[src/rtl/peripheral_motion_ctrl_mc.sv]
// Multi-channel step/direction motion controller on the 16-bit peripheral bus.
// Each channel runs an IDLE/HIGH/LOW pulse FSM; sticky done flags drive a maskable irq.
module peripheral_motion_ctrl_mc #(
    parameter int N_CH    = 4,
    parameter int CNT_W   = 16,
    parameter int PER_W   = 16,
    parameter int PULSE_W = 4
) (
    input  logic            clk,
    input  logic            rst,
    input  logic [15:0]     d_in,
    input  logic            cs,
    input  logic [7:0]      addr,
    input  logic            rd,
    input  logic            wr,
    output logic [15:0]     d_out,
    output logic [N_CH-1:0] step,
    output logic [N_CH-1:0] dir,
    output logic [N_CH-1:0] busy,
    output logic            irq
);
    localparam int TMR_W = PER_W + 1;
    localparam logic [TMR_W-1:0] PULSE_TMR = TMR_W'(PULSE_W - 1);
    localparam logic [TMR_W-1:0] MIN_PER   = TMR_W'(2 * PULSE_W);

    typedef enum logic [1:0] {S_IDLE, S_HIGH, S_LOW} state_e;

    state_e           state_q  [N_CH];
    state_e           state_d  [N_CH];
    logic [TMR_W-1:0] tmr_q    [N_CH];
    logic [TMR_W-1:0] tmr_d    [N_CH];
    logic [TMR_W-1:0] p_eff    [N_CH];
    logic [CNT_W-1:0] steps_q  [N_CH];
    logic [CNT_W-1:0] steps_d  [N_CH];
    logic [CNT_W-1:0] remain_q [N_CH];
    logic [CNT_W-1:0] remain_d [N_CH];
    logic [PER_W-1:0] period_q [N_CH];
    logic [PER_W-1:0] period_d [N_CH];
    logic [N_CH-1:0]  dir_cfg_q, dir_cfg_d, dir_q, dir_d;
    logic [N_CH-1:0]  done_q, done_d, done_set, irq_en_q, irq_en_d;
    logic [15:0]      d_out_q, d_out_d, rdata;

    logic            wr_en, rd_en, ctrl_wr, abort;
    logic [N_CH-1:0] start_mask, done_clr;
    logic [4:0]      ch_idx;
    logic            ch_hit;
    logic            unused_addr0;

    assign wr_en        = cs & wr;
    assign rd_en        = cs & rd & ~wr;
    assign ctrl_wr      = wr_en && (addr[7:1] == 7'h00);
    assign abort        = ctrl_wr && d_in[15];
    assign start_mask   = (ctrl_wr && !d_in[15]) ? d_in[N_CH-1:0] : '0;
    assign done_clr     = (wr_en && (addr[7:1] == 7'h01)) ? d_in[N_CH-1:0] : '0;
    assign ch_idx       = addr[7:3] - 5'd2;
    assign ch_hit       = (addr[7:3] >= 5'd2) && (ch_idx < 5'(N_CH));
    assign unused_addr0 = addr[0];

    for (genvar g = 0; g < N_CH; g++) begin : g_ch_out
        // Period shorter than two pulse widths is stretched so LOW is never shorter than HIGH.
        assign p_eff[g] = (TMR_W'(period_q[g]) < MIN_PER) ? MIN_PER : TMR_W'(period_q[g]);
        assign step[g]  = (state_q[g] == S_HIGH);
        assign busy[g]  = (state_q[g] != S_IDLE);
    end

    assign dir   = dir_q;
    assign irq   = |(done_q & irq_en_q);
    assign d_out = d_out_q;

    always_comb begin
        // NOTE: every combinational output gets a default first so no path can infer a latch.
        done_set  = '0;
        irq_en_d  = irq_en_q;
        dir_cfg_d = dir_cfg_q;
        dir_d     = dir_q;
        d_out_d   = d_out_q;
        rdata     = 16'h0000;

        case (addr[7:1])
            7'h00:   rdata = 16'(busy);
            7'h01:   rdata = 16'(done_q);
            7'h02:   rdata = 16'(irq_en_q);
            default: ;
        endcase
        if (wr_en && (addr[7:1] == 7'h02)) irq_en_d = d_in[N_CH-1:0];

        for (int k = 0; k < N_CH; k++) begin
            state_d[k]  = state_q[k];
            tmr_d[k]    = tmr_q[k];
            steps_d[k]  = steps_q[k];
            period_d[k] = period_q[k];
            remain_d[k] = remain_q[k];

            if (ch_hit && (ch_idx == 5'(k))) begin
                case (addr[2:1])
                    2'd0: rdata = 16'(steps_q[k]);
                    2'd1: rdata = 16'(period_q[k]);
                    2'd2: rdata = {15'd0, dir_cfg_q[k]};
                    default: rdata = 16'(remain_q[k]);
                endcase
                if (wr_en && (state_q[k] == S_IDLE)) begin
                    case (addr[2:1])
                        2'd0: steps_d[k]  = d_in[CNT_W-1:0];
                        2'd1: period_d[k] = d_in[PER_W-1:0];
                        2'd2: dir_cfg_d[k] = d_in[0];
                        default: ;
                    endcase
                end
            end

            case (state_q[k])
                S_IDLE: begin
                    if (start_mask[k]) begin
                        if (steps_q[k] != '0) begin
                            remain_d[k] = steps_q[k];
                            dir_d[k]    = dir_cfg_q[k];
                            state_d[k]  = S_HIGH;
                            tmr_d[k]    = PULSE_TMR;
                        end else begin
                            done_set[k] = 1'b1;
                        end
                    end
                end
                S_HIGH: begin
                    if (tmr_q[k] == '0) begin
                        state_d[k] = S_LOW;
                        tmr_d[k]   = p_eff[k] - TMR_W'(PULSE_W + 1);
                    end else begin
                        tmr_d[k] = tmr_q[k] - TMR_W'(1);
                    end
                end
                S_LOW: begin
                    if (tmr_q[k] == '0) begin
                        remain_d[k] = remain_q[k] - CNT_W'(1);
                        if (remain_q[k] == CNT_W'(1)) begin
                            state_d[k]  = S_IDLE;
                            done_set[k] = 1'b1;
                        end else begin
                            state_d[k] = S_HIGH;
                            tmr_d[k]   = PULSE_TMR;
                        end
                    end else begin
                        tmr_d[k] = tmr_q[k] - TMR_W'(1);
                    end
                end
                default: state_d[k] = S_IDLE;
            endcase

            // Abort overrides both a same-write start and a completing move.
            if (abort) begin
                state_d[k]  = S_IDLE;
                remain_d[k] = remain_q[k];
                dir_d[k]    = dir_q[k];
                done_set[k] = 1'b0;
            end
        end

        done_d = (done_q & ~done_clr) | done_set;
        if (rd_en) d_out_d = rdata;
    end

    // NOTE: state uses non-blocking assignments so every register samples pre-edge values.
    always_ff @(posedge clk or posedge rst) begin
        if (rst) begin
            // NOTE: the per-channel arrays are small configuration registers, so all are reset.
            for (int k = 0; k < N_CH; k++) begin
                state_q[k]  <= S_IDLE;
                tmr_q[k]    <= '0;
                steps_q[k]  <= '0;
                period_q[k] <= '0;
                remain_q[k] <= '0;
            end
            dir_cfg_q <= '0;
            dir_q     <= '0;
            done_q    <= '0;
            irq_en_q  <= '0;
            d_out_q   <= '0;
        end else begin
            for (int k = 0; k < N_CH; k++) begin
                state_q[k]  <= state_d[k];
                tmr_q[k]    <= tmr_d[k];
                steps_q[k]  <= steps_d[k];
                period_q[k] <= period_d[k];
                remain_q[k] <= remain_d[k];
            end
            dir_cfg_q <= dir_cfg_d;
            dir_q     <= dir_d;
            done_q    <= done_d;
            irq_en_q  <= irq_en_d;
            d_out_q   <= d_out_d;
        end
    end

endmodule

[config.mk]
export PLATFORM = sky130hd
export DESIGN_NAME = peripheral_motion_ctrl_mc
export DESIGN_NICKNAME = d
export VERILOG_FILES = /design/src/rtl/peripheral_motion_ctrl_mc.sv
export SDC_FILE = /design/constraint.sdc
export NUM_CORES = 1
export LEC_CHECK = 0
export BUFFER_PORTS_ARGS = -buffer_cell sky130_fd_sc_hd__buf_2
export CAP_MARGIN = 20
export CORE_MARGIN = 2
export CORE_UTILIZATION = 30
export DETAILED_ROUTE_END_ITERATION = 7
export GPL_TIMING_DRIVEN = 0
export PLACE_DENSITY = 0.54
export SYNTH_ARGS = -nofsm -noshare
export SYNTH_HDL_FRONTEND = slang
export SYNTH_SLANG_ARGS = --single-unit
[constraint.sdc]
create_clock -name clk -period 10.14 [get_ports clk]
set_input_delay 1.014 -clock clk [delete_from_list [all_inputs] [get_ports clk]]
set_output_delay 1.014 -clock clk [all_outputs]
set_load 0.05 [all_outputs]
# Yosys cells after proc, flatten, opt, wreduce, memory -nomap -nowiden
# Cells that the tools add are included.
[totals] ff_bits=300 latch_bits=0 mem_bits_rw=0 rom_bits=0 inputBits=29 output_inout_bits=29 n_memories=0
[classes] addsub=13 mul=0 n_div=0 n_lt_le_gt_ge=6 n_eq_ne=51 shifts=0 mux=107 bitwise_logic=9 n_reduce_logical=71
[op_table] cell="$mux W17" count=20
[op_table] cell="$mux W16" count=20
[op_table] cell="$pmux W17 S3" count=4
[op_table] cell="$pmux W16 S3" count=4
[op_table] cell="$pmux W16 S2" count=4
[op_table] cell="$logic_not A17 Y1" count=4
[op_table] cell="$sub A16 B3 Y17 const B" count=4
[op_table] cell="$sub A17 B1 Y17 const B" count=4
[op_table] cell="$eq A16 B1 Y1 const B" count=4
[op_table] cell="$lt A16 B4 Y1 const B" count=4
[op_table] cell="$reduce_bool A16 Y1" count=4
[op_table] cell="$sub A16 B1 Y16 const B" count=4
[op_table] cell="$reduce_and A4 Y1" count=12
[op_table] cell="$mux W2" count=20
[op_table] cell="$ne A3 B3 Y1 const B" count=12
[op_table] cell="$reduce_and A3 Y1" count=12
[op_table] cell="$mux W1" count=24
[op_table] cell="$pmux W2 S3" count=4
[op_table] cell="$reduce_and A5 Y1" count=4
[op_table] cell="$ne A2 B2 Y1 const B" count=8
[op_table] cell="$reduce_bool A2 Y1" count=8
[op_table] cell="$logic_and A1 B1 Y1" count=14
[op_table] cell="$ne A3 B1 Y1 const B" count=4
[op_table] cell="$ne A3 B2 Y1 const B" count=4
[op_table] cell="other kinds (24)" count=51

# Depth between registers and ports, before layout
# Gate-level depths: netlist of run 1.
[depth] depth_word=8 mapped_depth=14 depth_no_buf=12

# Worst setup path before layout of run 1
# No wires, ideal clock.
[synth_path] kind="input -> register" startpoint="in addr[4]" endpoint="reg period_q[52] (netlist bit)" t_arrival_ps=3719 slack_ps=6296 stages=9 path_buffers=2 cell_sequence="clkbuf_1 inv_1 ha_1 nor4_1 o21ai_1 or4_1 nor3b_2 buf_2 mux2_2"
[synth_between] elab_chain_cells=5 elab_cells_between_ends=7 classes_between="1 x add/sub; 2 x order compare; 4 x reduce/logical"
[synth_lines] item="start: declaration" line_no="13" source="input logic [7:0] addr,"
[synth_lines] item="$sub A5 B2 Y5" line_no="55" source="assign ch_idx = addr[7:3] - 5'd2;"
[synth_lines] item="$lt A5 B3 Y1" line_no="56" source="assign ch_hit = (addr[7:3] >= 5'd2) && (ch_idx < 5'(N_CH));"
[synth_lines] item="$logic_and A1 B1 Y1" line_no="56"
[synth_lines] item="$logic_and A1 B1 Y1 (*)" line_no="94" source="if (ch_hit && (ch_idx == 5'(k))) begin"
[synth_lines] item="$reduce_and A3 Y1 (no line) (*)"
[synth_lines] item="end signal: indexed assignment" line_no="183" source="period_q[k] <= period_d[k];"
[synth_lines] item="end: declaration" line_no="37" source="logic [PER_W-1:0] period_q [N_CH];"
# Mark *: on every way between the ends. The rest lies on a longest branch, timed or not.
# A chain may end at the register's enable or synchronous reset.

# Worst setup path in the final report of run 1
[layout_path] startpoint="in addr[2]" endpoint="reg remain_q[3] (netlist bit)"
[layout_between] elab_chain_cells=6 elab_cells_between_ends=8 classes_between="1 x eq/ne; 1 x mux; 1 x bitwise; 5 x reduce/logical"
[layout_lines] item="$logic_not A7 Y1 (*)" line_no="51" source="assign ctrl_wr = wr_en && (addr[7:1] == 7'h00);"
[layout_lines] item="$logic_and A1 B1 Y1 (*)" line_no="51"
[layout_lines] item="$logic_and A1 B1 Y1" line_no="53" source="assign start_mask = (ctrl_wr && !d_in[15]) ? d_in[N_CH-1:0] : '0;"
[layout_lines] item="$mux W4" line_no="53"
[layout_lines] item="$ne A2 B2 Y1 (no line)"
[layout_lines] item="$reduce_and A5 Y1 (no line) (*)"
[layout_lines] item="end signal: indexed assignment" line_no="184" source="remain_q[k] <= remain_d[k];"
[layout_lines] item="end: declaration" line_no="35" source="logic [CNT_W-1:0] remain_q [N_CH];"
# Marked as above.

==> impl_metrics.ini, run 1 <==
[die]
fp.dieW_um = 253
pin_count = 58
start_util_pct = 30.2
die-area_um2 = 63800
die_h_um = 253
fp.coreArea_um2 = 61400
fp-row-count = 91

[pwr]
irDropWorstVdd_mv = 0.118
switching_share_pct = 44.8
pwr-share-clk_pct = 25.4
switchingPower_mw = 2.42
power_density_nw_per_um2 = 256
combPwrFrac_pct = 43.2
power.leakage_nw = 8.93
power_frac_seq_pct = 31.4
power.internal_mw = 2.99

[cts]
cts_buffers = 38
clock-root-buffer = clkbuf_16
post_cts_resized = 0
clockBufferDepth = 3
htree_levels = 2
cts_tree = yes
holdBufCountCts = 0
clk_pin_slew_ns = 0.06
post_cts_buffers = 0
clock-sinks = 300
insertion_delay_ns = 0.58

[timing]
clock-skew-final_ns = 0.0300
period_needed_ns = 4.66
max_freq_mhz = 215
rsz0062_at_grt = no
maxSlewHeadroom_pct = 24.7
tightestPinTransition_ns = 1.13
period_share_pct = 45.9
finalHoldViolCount = 0
final_max_slew_viol_count = 0
setup_viol = 0
tns_ns = 0

[final_layout]
syn2layout_area_growth_pct = 13.9
final_cell_area_um2 = 21100
final_common_cell = dfrtp_1
drive_gt1_share_pct = 16.2
layout_common_cells = dfrtp_1, o21ai_0, mux2_2
nFillCells = 6225
fin_nets = 2209

[global_route]
antenna_found_initial = 2
grt_pass1_vias = 16420
grt_max_degree = 127
grt_overflow = 0
grt_usage_pct = 21.1
grt_pass1_wl_mm = 104

[synthesis]
synth_ff_type = dfrtp_1
synth_cell_types = 84
synth_simple_gate_area_share_pct = 19.0
synth_top_family_by_area = compound AO/OA/AOI/OAI gates
ys_ff_latch = 300
synth_fa_ha_area_share_pct = 2.16
synth_edf_count = 0
synth_area_um2 = 18600
synthXorXnorAreaFrac_pct = 1.37
synth_warnings = 0
async_flop_share_pct = 100
synth_nets = 2110
syn_inst = 2049
synth.avg_cell_area_um2 = 9.05
synth_compound_area_share_pct = 20.5
yosysSeqAreaShare_pct = 40.5
muxShareOfSynthArea_pct = 12.9

[critical_path]
cp.arrival_ns = 5.16
cp-end-kind = flop
critPathKind = in2reg
path_buf_inv = 5
crit_path_frequent_cell = clkbuf_1
cp_slowest_stage_delay_ns = 0.88
crit_required_ns = 10.64
cp_slowest_cell = nor4_2
crit_chain = clkbuf_1 -> or4bb_1 -> clkbuf_1 -> nor4_2 -> clkbuf_1 -> nand3_1 -> nand2_1 -> and3_1 -> clkbuf_1 -> clkbuf_1 -> a21oi_1 -> a21oi_1
cp_max_fo = 10
start_kind = input pin
crit_family = simple AND/OR/NAND/NOR gates

[placed_design]
place_congestion = 0.941
place_area_um2 = 19900
port_buffers = 54
dp_hpwl_mm = 49.8

[detailed_routing]
drt.antenna.violating_nets = 0
via_per_inst = 5.88
dr.pass1.iters = 6
wl_mm = 68.9
remaining_drc_errors = 0
vias = 17459
routedWlPerCell_um = 23.2
drt_iter0_drc = 1550

[flow_run]
cap_violations = 0

[worst_hold_path]
min_path_type = reg2reg

[run_status]
status = completed
path summary, 6_finish.rpt:
check	startpoint	endpoint	slack (ns)	cells after the start
worst min-delay path	d_out[9]	d_out[9]	0.47	2
min in group asynchronous	rst	tmr_q[47]	0.56	2
worst min register to register	d_out[9]	d_out[9]	0.47	2
worst max register to register	period_q[36]	tmr_q[44]	6.15	14
worst max-delay path	addr[2]	remain_q[3]	5.48	12
max in group asynchronous	rst	steps_q[19]	8.50	3
power groups by stage:
stage	sequential (mW)	clock (mW)	combinational [mW]
3_3_place_gp	1.69	0	2.26
3_5_place_dp	1.70	0	2.29
6_report	1.70	1.37	2.34
2_1_floorplan	1.62	0	1.66
4_1_cts	1.68	1.40	2.30
5_1_grt	1.72	1.45	2.56
flip-flops by register name (all words and copies together) (netlist names):
| register | count |
|---|---|
| dir | 4 |
| steps_q | 64 |
| d_out | 16 |
| tmr_q | 68 |
| irq_en_q | 4 |
| done_q | 4 |
| state_q | 8 |
| remain_q | 64 |
| dir_cfg_q | 4 |
| period_q | 64 |
Yosys cell counts (all sizes together), types with 11 or more instances:
library cell / n / area [um^2]
ha: 32 / 400
a22oi: 24 / 180
o21ai: 208 / 1040
or4: 23 / 176
nor4: 53 / 353
a2bb2oi: 18 / 158
inv: 61 / 229
dfrtp: 300 / 7510
nand2b: 15 / 93.8
clkbuf: 100 / 375
xnor2: 16 / 140
nor2b: 15 / 93.8
a221oi: 45 / 394
nor2: 165 / 619
buf: 12 / 58.8
a21oi: 150 / 751
nand2: 170 / 638
o22ai: 19 / 119
nand4: 23 / 144
mux2: 194 / 2180
or3: 28 / 180
or2: 14 / 87.6
xor2: 13 / 114
a221o: 11 / 110
nor3: 85 / 430
nand3: 63 / 315
mux2i: 12 / 120
a31oi: 18 / 113
area by class of cell:
type / instances / area, um^2 / share of cell area (%)
Buffer: 112 / 434 / 2.05
Sequential cell: 300 / 7510 / 35.5
Timing Repair Buffer: 59 / 343 / 1.62
Inverter: 63 / 244 / 1.15
Clock buffer: 50 / 1060 / 5.00
Clock inverter: 19 / 181 / 0.858
Antenna cell: 1 / 2.50 / 0.0118
Multi-Input combinational cell: 1574 / 10400 / 49.1
Tap cell: 790 / 988 / 4.68
stage by stage:
| step | utilization, % | power [mW] | hold WS (ns) | worst slack (ns) | instances |
|---|---|---|---|---|---|
| global placement | 32.3 | 3.95 | 0.461 | -3.04 | 2893 |
| finish | 34.4 | 5.40 | 0.474 | 5.48 | 2968 |
| floorplan | - | 3.28 | 0.457 | 0.837 | 2049 |
| detailed placement | 32.4 | 3.99 | 0.466 | 5.02 | 2897 |
| CTS | 34.4 | 5.38 | 0.479 | 5.59 | 2966 |
| global route | 34.4 | 5.72 | 0.502 | 5.34 | 2967 |
worst reg2reg max path, stage by stage, from the launching register on:
cell,delay (ns)
dfrtp_1,0.35
clkbuf_1,0.21
or4_1,0.62
or4_1,0.41
clkbuf_1,0.19
or3_1,0.40
nand2_1,0.12
ha_1,0.18
nor2b_1,0.07
or4_1,0.45
or4_1,0.42
nand2_1,0.09
a21oi_1,0.07
a211oi_1,0.23
a21o_1,0.12
kinds of logic (layout without fill, tap and decap cells):
family / count (synthesis) / after routing
buf+inv: 175 / 303
other cells: 0 / 1
flops: 300 / 300
simple gates: 701 / 701
compound gates: 602 / 602
xor+xnor: 29 / 29
mux: 210 / 210
fa+ha+maj: 32 / 32
layer usage:
layer / track usage [%] / vias up / part of all wire [%]
li1: - / 7895 / -
met1: 29.3 / 8719 / 44
met2: 33.2 / 732 / 45
met3: 3.73 / 111 / 7.5
met4: 6.78 / 2 / 2.9
met5: 0 / - / 0.015
No activity file was read; power rests on OpenSTA's default activity.
==> run 2, diff against run 1 <==
--- a/config.mk
+++ b/config.mk
@@ -11,7 +11,7 @@
 export CORE_UTILIZATION = 30
 export DETAILED_ROUTE_END_ITERATION = 7
 export GPL_TIMING_DRIVEN = 0
-export PLACE_DENSITY = 0.54
+export PLACE_DENSITY = 0.56
 export SYNTH_ARGS = -nofsm -noshare
 export SYNTH_HDL_FRONTEND = slang
 export SYNTH_SLANG_ARGS = --single-unit
==> constraint.sdc (replaced) <==
create_clock -name clk -period 3.8 [get_ports clk]
set_input_delay 0.38 -clock clk [delete_from_list [all_inputs] [get_ports clk]]
set_output_delay 0.38 -clock clk [all_outputs]
set_load 0.05 [all_outputs]
==> impl_metrics.ini, run 2 (same netlist as run 1, synthesis figures left out) <==
[die]
start_util_pct = 30.2
fp.coreArea_um2 = 61400
pin_count = 58
fp.dieW_um = 253
fp-row-count = 91
die-area_um2 = 63800
die_h_um = 253

[cts]
clock-root-buffer = clkbuf_16
cts_buffers = 35
clock-sinks = 300
clk_pin_slew_ns = 0.05
htree_levels = 2
clockBufferDepth = 3
cts_tree = yes
insertion_delay_ns = 0.57

[detailed_routing]
drt.antenna.violating_nets = 0
drt_iter0_drc = 1720
wl_mm = 69.6
dr.pass1.iters = 6
routedWlPerCell_um = 23.4
vias = 17523
via_per_inst = 5.90
remaining_drc_errors = 0

[final_layout]
fin_nets = 2214
layout_common_cells = dfrtp_1, o21ai_0, mux2_2
top_register = tmr_q
layout.cells.non_filler = 2968
largest_reg_flops = 68
final_common_cell = dfrtp_1
syn2layout_area_growth_pct = 14.3
drive_gt1_share_pct = 17.1

[flow_run]
cap_violations = 0

[pwr]
pwr-share-clk_pct = 23.8
power.leakage_nw = 8.96
irDropWorstVdd_mv = 0.420
power.internal_mw = 7.82
combPwrFrac_pct = 44.4
switchingPower_mw = 6.34
p_total_mw = 14.2
power_frac_seq_pct = 31.8
power_density_nw_per_um2 = 668
switching_share_pct = 44.8

[timing]
tns_ns = 0
tightestPinTransition_ns = 1.20
period_share_pct = 95.9
final_max_slew_viol_count = 0
period_needed_ns = 3.64
max_freq_mhz = 274
clock-skew-final_ns = 0.0257
rsz0062_at_grt = yes
finalHoldViolCount = 0
setup_viol = 0
maxSlewHeadroom_pct = 19.7

[placed_design]
dp.cells = 2903
dp_hpwl_mm = 51.4
place_congestion = 0.956
port_buffers = 54

[critical_path]
crit_family = simple AND/OR/NAND/NOR gates
cp_slowest_cell = or4_1
crit_required_ns = 4.23
path_buf_inv = 4
cp_slowest_stage_delay_ns = 0.69
crit_chain = buf_2 -> clkbuf_1 -> inv_1 -> ha_1 -> nor4_1 -> o21ai_1 -> or4_1 -> nor3b_2 -> buf_2 -> mux2_2
start_kind = input pin
cp-end-kind = flop
cp.arrival_ns = 4.07
crit_path_frequent_cell = buf_2
critPathKind = in2reg
cp_max_fo = 10

[worst_hold_path]
min_path_type = in2reg

[global_route]
grt_pass1_vias = 16904
grt_max_degree = 44
gr-usage-met2_pct = 33.8
grt_usage_pct = 21.6
top_usage_layer = met2
grt_util_met1_pct = 30.3
grt_overflow = 0
antenna_found_initial = 6
grtUsageMet3_pct = 3.57
grt_pass1_wl_mm = 106

[run_status]
status = completed
-- run 2: cell count changes in the layout (fill, tap and decap cells not counted), moves of 4 or more --
cell / previous run / this run
buf_12: 0 / 8
clkbuf_1: 106 / 99
clkbuf_2: 0 / 5
nor3_1: 84 / 80
-- run 2: tightest hold or removal path, delay by kind of cell --
family | cells | cell delay (ns)
mux | 1 | 0.15
buf+inv | 1 | 0.12
simple gates | 1 | 0.08
-- run 2: area by class of cell --
class / count / area, um^2
diodes: 2 / 5.00
fillers: 6271 / 40200
inverters: 63 / 240
plain buffers: 110 / 433
clock buffers: 46 / 967
repair buffers: 69 / 487
well taps: 790 / 988
clock inverters: 14 / 131
multi-input cells: 1574 / 10400
flip-flops and latches: 300 / 7510
-- run 2: power by group through the flow --
| stage | registers, mW | clock network, mW | logic (mW) |
|---|---|---|---|
| finish | 4.50 | 3.37 | 6.28 |
| global route | 4.58 | 3.57 | 6.92 |
| CTS | 4.48 | 3.44 | 6.15 |
| detailed placement | 4.52 | 0 | 6.11 |
| global placement | 4.50 | 0 | 6.02 |
| floorplan | 4.32 | 0 | 4.43 |
-- run 2: per-stage QoR --
step | utilization [%] | hold slack [ns] | setup WS, ns | instance area, um^2
after global routing | 34.5 | 0.219 | -0.0653 | 21200
after detailed placement | 32.6 | 0.471 | -0.636 | 20000
after global placement | 32.3 | 0.467 | -2.71 | 19800
after CTS | 34.4 | 0.180 | 0.00874 | 21100
after floorplan | - | 0.457 | -0.567 | 18600
final | 34.6 | 0.217 | 0.157 | 21200
-- run 2: layer usage --
metal | part of all wire (%) | vias to the layer above
li1 | - | 7905
met4 | 3.0 | 2
met2 | 45 | 782
met5 | 0.016 | -
met1 | 44 | 8708
met3 | 8.0 | 126
-- run 2: path summary, 6_finish.rpt --
kind                              start            to  slack, ns  depth (start not counted)
setup / recovery                addr[4]  period_q[52]       0.16                         10
hold / removal                  d_in[3]        dir[3]       0.22                          3
setup reg to reg           period_q[36]     tmr_q[44]       0.19                         12
hold reg to reg                d_out[6]      d_out[6]       0.48                          2
max in group asynchronous           rst     d_out[13]       1.92                          7
min in group asynchronous           rst      tmr_q[6]       0.45                          3
-- run 2: timing repair --
action	in CTS	in global routing
setup buffers	0	4
endpoints found under the hold margin	22	0
hold buffers	1	0
endpoints found under the setup margin	9	89
resized for setup	4	24
pin swaps	0	1
